$ cat src/rtl/mem_port_arbiter.sv
// Arbitrates a fetch port and a load/store port onto one shared memory port,
// one transaction in flight, with a starvation guard that eventually lets fetch win.
//
// state | meaning
// IDLE  | no transaction; grant the winner combinationally
// REQ   | mem_req_* presented from the captured request, waiting for mem_req_rdy
// WAIT  | request taken by memory, waiting for mem_resp_vld
// ERR   | one-cycle error response for a misaligned/illegal ls request
module mem_port_arbiter #(
  parameter int N_BITS     = 32,
  parameter int STARVE_MAX = 4
) (
  input  logic              clk,
  input  logic              rst_n,
  input  logic              if_req_vld,
  input  logic [N_BITS-1:0] if_req_addr,
  output logic              if_req_rdy,
  output logic              if_resp_vld,
  output logic [N_BITS-1:0] if_resp_data,
  input  logic [3:0]        ls_req,
  input  logic [N_BITS-1:0] ls_req_addr,
  input  logic [N_BITS-1:0] ls_req_wdata,
  output logic              ls_req_rdy,
  output logic              ls_resp_vld,
  output logic [N_BITS-1:0] ls_resp_data,
  output logic              ls_resp_err,
  output logic              mem_req_vld,
  output logic              mem_req_mtype,
  output logic [1:0]        mem_req_len,
  output logic [N_BITS-1:0] mem_req_addr,
  output logic [N_BITS-1:0] mem_req_wdata,
  input  logic              mem_req_rdy,
  input  logic              mem_resp_vld,
  input  logic [N_BITS-1:0] mem_resp_data
);

  localparam int CW = ($clog2(STARVE_MAX + 1) > 3) ? $clog2(STARVE_MAX + 1) : 3;
  localparam logic [CW-1:0] STARVE_LIM = CW'(STARVE_MAX);

  typedef enum logic [1:0] {S_IDLE, S_REQ, S_WAIT, S_ERR} state_t;

  state_t            state;
  logic [CW-1:0]     starve_cnt;
  logic              owner_ls;
  logic              r_mtype;
  logic [1:0]        r_len;
  logic [N_BITS-1:0] r_addr;
  logic [N_BITS-1:0] r_wdata;

  logic       ls_vld;
  logic       ls_mtype;
  logic [1:0] ls_len;
  logic       ls_bad;
  logic       fetch_win;
  logic       ls_win;
  logic       in_idle;
  logic       in_req;
  logic       in_err;
  logic       resp_fire;

  assign ls_vld   = ls_req[3];
  assign ls_mtype = ls_req[2];
  assign ls_len   = ls_req[1:0];

  assign ls_bad = (ls_len == 2'b11) ||
                  ((ls_len == 2'b01) && ls_req_addr[0]) ||
                  ((ls_len == 2'b10) && (ls_req_addr[1:0] != 2'b00));

  // ls normally wins a tie; fetch takes over once it has lost STARVE_MAX times in a row
  assign fetch_win = if_req_vld && (!ls_vld || (starve_cnt == STARVE_LIM));
  assign ls_win    = ls_vld && !fetch_win;

  // Every output is forced low while reset is asserted, even mid-transaction
  assign in_idle   = rst_n && (state == S_IDLE);
  assign in_req    = rst_n && (state == S_REQ);
  assign in_err    = rst_n && (state == S_ERR);
  assign resp_fire = rst_n && (state == S_WAIT) && mem_resp_vld;

  assign if_req_rdy = in_idle && fetch_win;
  assign ls_req_rdy = in_idle && ls_win;

  assign mem_req_vld   = in_req;
  assign mem_req_mtype = in_req && r_mtype;
  assign mem_req_len   = in_req ? r_len   : 2'b00;
  assign mem_req_addr  = in_req ? r_addr  : '0;
  assign mem_req_wdata = in_req ? r_wdata : '0;

  assign if_resp_vld  = resp_fire && !owner_ls;
  assign if_resp_data = if_resp_vld ? mem_resp_data : '0;
  assign ls_resp_vld  = (resp_fire && owner_ls) || in_err;
  assign ls_resp_data = (resp_fire && owner_ls) ? mem_resp_data : '0;
  assign ls_resp_err  = in_err;

  always_ff @(posedge clk) begin
    if (!rst_n) begin
      state      <= S_IDLE;
      starve_cnt <= '0;
      owner_ls   <= 1'b0;
      r_mtype    <= 1'b0;
      r_len      <= 2'b00;
      r_addr     <= '0;
      r_wdata    <= '0;
    end else begin
      case (state)
        S_IDLE: begin
          if (fetch_win) begin
            owner_ls   <= 1'b0;
            r_mtype    <= 1'b0;
            r_len      <= 2'b10;
            r_addr     <= if_req_addr;
            r_wdata    <= '0;
            starve_cnt <= '0;
            state      <= S_REQ;
          end else if (ls_win) begin
            owner_ls <= 1'b1;
            r_mtype  <= ls_mtype;
            r_len    <= ls_len;
            r_addr   <= ls_req_addr;
            r_wdata  <= ls_req_wdata;
            if (if_req_vld && (starve_cnt < STARVE_LIM))
              starve_cnt <= starve_cnt + CW'(1);
            state <= ls_bad ? S_ERR : S_REQ;
          end
        end
        S_REQ:   if (mem_req_rdy) state <= S_WAIT;
        S_WAIT:  if (mem_resp_vld) state <= S_IDLE;
        S_ERR:   state <= S_IDLE;
        default: state <= S_IDLE;
      endcase
    end
  end

endmodule

$ cat config.mk
export PLATFORM = sky130hd
export DESIGN_NAME = mem_port_arbiter
export DESIGN_NICKNAME = d
export VERILOG_FILES = /design/src/rtl/mem_port_arbiter.sv
export SDC_FILE = /design/constraint.sdc
export NUM_CORES = 1
export LEC_CHECK = 0
export CAP_MARGIN = 20
export CELL_PAD_IN_SITES_DETAIL_PLACEMENT = 1
export CELL_PAD_IN_SITES_GLOBAL_PLACEMENT = 1
export CORE_MARGIN = 2
export CORE_UTILIZATION = 28
export CTS_CLUSTER_DIAMETER = 30
export DETAILED_ROUTE_END_ITERATION = 8
export PLACE_DENSITY_LB_ADDON = 0.15
export SYNTH_ARGS = -nofsm -noshare
export SYNTH_HDL_FRONTEND = slang
export SYNTH_SLANG_ARGS = --single-unit
export TNS_END_PERCENT = 50
$ cat constraint.sdc
create_clock -name clk -period 5.7 [get_ports clk]
set_input_delay 1.71 -clock clk [delete_from_list [all_inputs] [get_ports clk]]
set_output_delay 1.71 -clock clk [all_outputs]
set_load 0.01 [all_outputs]
==> summary.md <==
| Metric | Value |
|---|---|
| Critical Path End Type | primary output |
| Startpoint Class | input pin |
| Final WS setup | 0.333 ns |
| Largest net degree at the start of global routing | 75 |
| Overall Power | 1.73 mW |
| Max incr delay on CP | ~0.58 ns |
| Reg2Reg Setup Slack | 3.23 ns |
| Synth Warn # | 0 |
| CP dominant cell by count | clkdlybuf4s50_1 |
| Slew @ Worst Pin | 0.825 ns |
| Synth top area cells | dfxtp_1 (33%), and3_1 (9.5%), nor4_1 (9.3%) |
| Post-DRT Antenna Nets | 0 |
| Routed WL per cell | 20.7 um |
| Final Setup Violations | 0 |
| Placed cell areas | approximately 0.0073 mm^2 |
| Clk Latency, worst-skew pair | 0.33 ns |
| CTS root buf | clkbuf_16 |
| Synth cell count leaders | dfxtp_1 (73), a21oi_1 (71), and3_1 (68), nor4_1 (66), and2_1 (65) |
| Final core occ | 48.2% |
| Sum Neg Setup Slack | 0 ns |
| Tot GR Track Use | 23.8% |
| Lkg Pwr | 2.80 nW |
| Post-synth ARST share | 0% |
| Worst Skew | 0.00441 ns |
| Post-CTS Setup Bufs | 0 |
| Sequential share of power | 35.5% |
| Status | completed |
| Final Wtd Congestion | 0.820 |
| Cts bufs inserted | 9 |
| Hold Fails Final Rpt | 0 |
| Top-count cell post-synth | dfxtp_1 |
| Die ar. | approximately 0.017 mm^2 |
| Worst path top cell family by delay | buffers and inverters |
| Die Y | ~130 um |
| P_sw | 0.550 mW |
| Post-DP HPWL | 14.2 mm |
| Post-synth EDFFs | 0 |
| Core area | 0.0157 mm^2 |
| Final wirelength | 20.9 mm |
| Worst path slowest cell | clkdlybuf4s50_1 |
| Area grow syn2layout | 69.8% |
| Hold Slack | around 0.48 ns |
| Final min period | approximately 5.4 ns |
| Port buffer count | between 200 and 300 |
| H-tree Lvls | 3 |
| DP Worst Slack | 0.315 ns |
| I/O Pins | 274 |
| Worst VDD drop | 0.000179 V |
| Register area share after synthesis | 32.8% |
| Finished Cell Area | around 0.0076 mm^2 |
| Total gr overflow | 0 |
| Horiz. Die Dim | 130 um |
| Post-synth top area share | 32.8% |
| Initial Util | roughly 28% |
| DRC Markers | 0 |
| Post-Synthesis Cell Area | 0.00446 mm^2 |
| Critical Path, Cell by Cell | clkdlybuf4s50_1 -> nand3_1 -> nor3b_2 -> buf_4 -> and2_1 -> clkdlybuf4s50_1 |
| Initial antenna violation count | 1 |
| Arrival time at the worst endpoint | 3.66 ns |
| Max clock buf depth | 2 |
| Post-Synthesis Cells | roughly 570 |
| Nets | 925 |
| Slew HR | 44.9% |
| CTS tree | built |
| Synth Net Count | 707 |
| Clock-pin transition on the worst setup and hold timing paths | 0.06 ns |
| Crit path max fanout | 33 |
| Worst Path Buf+Inv | 3 |
| Post-synth cell types | 35 |
| First-pass GRT wire length | 31.7 mm |
| Power Internal | 1.18 mW |
| Post-Layout Cell Count | approximately 1000 |
| Ys flop type | dfxtp_1 |
| Clock share of power | between 30% and 40% |
| Vias in the first global route | 5540 |
| Post-cts gate resize count | 0 |
| Comb pwr share | between 30% and 40% |
| Net Sw Frac | 31.9% |
| DRT iter0 DRCs | roughly 260 |
| FMAX | 0.186 GHz |
| Power per cell area | between 200 and 250 mW/mm^2 |
| Max-cap violations | 0 |
| Worst endpoint required time | 3.99 ns |
| #FFs+latches synth | 73 |
| HP Class | reg2reg |
| Post-placement cell count | approximately 990 |
| Period utilization | a little over nine tenths |
| Cell taking the most area after synthesis | dfxtp_1 |
| # hold bufs at CTS | 0 |
| Router iterations before antenna repair | 4 |
| Unrepaired setup endpoints after global routing | no |
| Share of cells above drive strength 1 | under 10% |
| Syn avg cell area | 7.85 um^2 |
| Via count | approximately 5500 |
| Critical setup path kind | in2out |
| Num Clock Sinks | 73 |
| Avg Vias per Cell | 5.49 |
| Site row count | 46 |
| Slew Viols, Final | 0 |
[layer usage]
metal / GRT usage [%] / share of wire, % / vias up / wire [um]
li1: - / - / 2624 / -
met1: 28.3 / 40 / 2676 / 8410
met2: 43.2 / 51 / 212 / 10700
met3: 5.54 / 7.1 / 23 / 1480
met4: 6.14 / 1.7 / 0 / 353
met5: 0 / 0 / - / 0
[state kept, by name, indices dropped and copies added (netlist names)]
name        count
starve_cnt      3
r_addr         32
state           2
r_mtype         1
r_len           2
owner_ls        1
r_wdata        32
[path summary, 6_finish.rpt]
path | from | to | cells after the start
max | rst_n | ls_resp_data[14] | 6
min | r_wdata[28] | r_wdata[28] | 2
max reg2reg | state[1] | r_addr[6] | 4
min reg2reg | r_wdata[28] | r_wdata[28] | 2
[tightest hold or removal path: cells and delay by family, from the launching register on]
family | cells | cell delay [ns]
AO/OA/AOI/OAI | 2 | 0.12
flip-flops | 1 | 0.30
[power by group through the flow]
stage               logic, mW  clock network, mW  registers (mW)
floorplan               0.293                  0           0.608
global placement        0.502                  0           0.617
detailed placement      0.516                  0           0.621
CTS                     0.518              0.603           0.611
global route            0.565              0.627           0.619
finish                  0.519              0.595           0.612
[kinds of logic (layout without fill, tap and decap cells)]
logic type	after synthesis	count (layout)	share of synthesized area [%]
compound gates	184	184	26.9
simple gates	220	220	30.9
buf+inv	88	311	8.70
fa+ha+maj	2	2	0.561
other cells	0	1	0
mux	1	1	0.224
flops	73	73	32.8
[area by class of cell]
type / count / area, um^2
well taps: 216 / 270
clock buffers: 14 / 274
multi-input cells: 407 / 2640
fillers: 1827 / 8140
inverters: 6 / 22.5
flip-flops and latches: 73 / 1460
diodes: 1 / 2.50
repair buffers: 289 / 2870
clock inverters: 2 / 35.0
[layout by cell type, fill, tap and decap left out, types with 2 or more instances in the layout]
cell and count:
a2111oi_0 32, a211oi_1 3, a21oi_1 71, and2_1 65, and3_1 68, and3b_1 2, buf_4 15, clkbuf_1 2
clkbuf_16 9, clkbuf_8 3, clkdlybuf4s50_1 273, dfxtp_1 72, ha_1 2, inv_1 4, inv_2 2, nand4_1 2
nor2_1 4, nor2_4 2, nor2b_1 2, nor4_1 66, o2111ai_1 34, o21ai_0 38, or2_2 3
No activity file was read; power rests on OpenSTA's default activity.
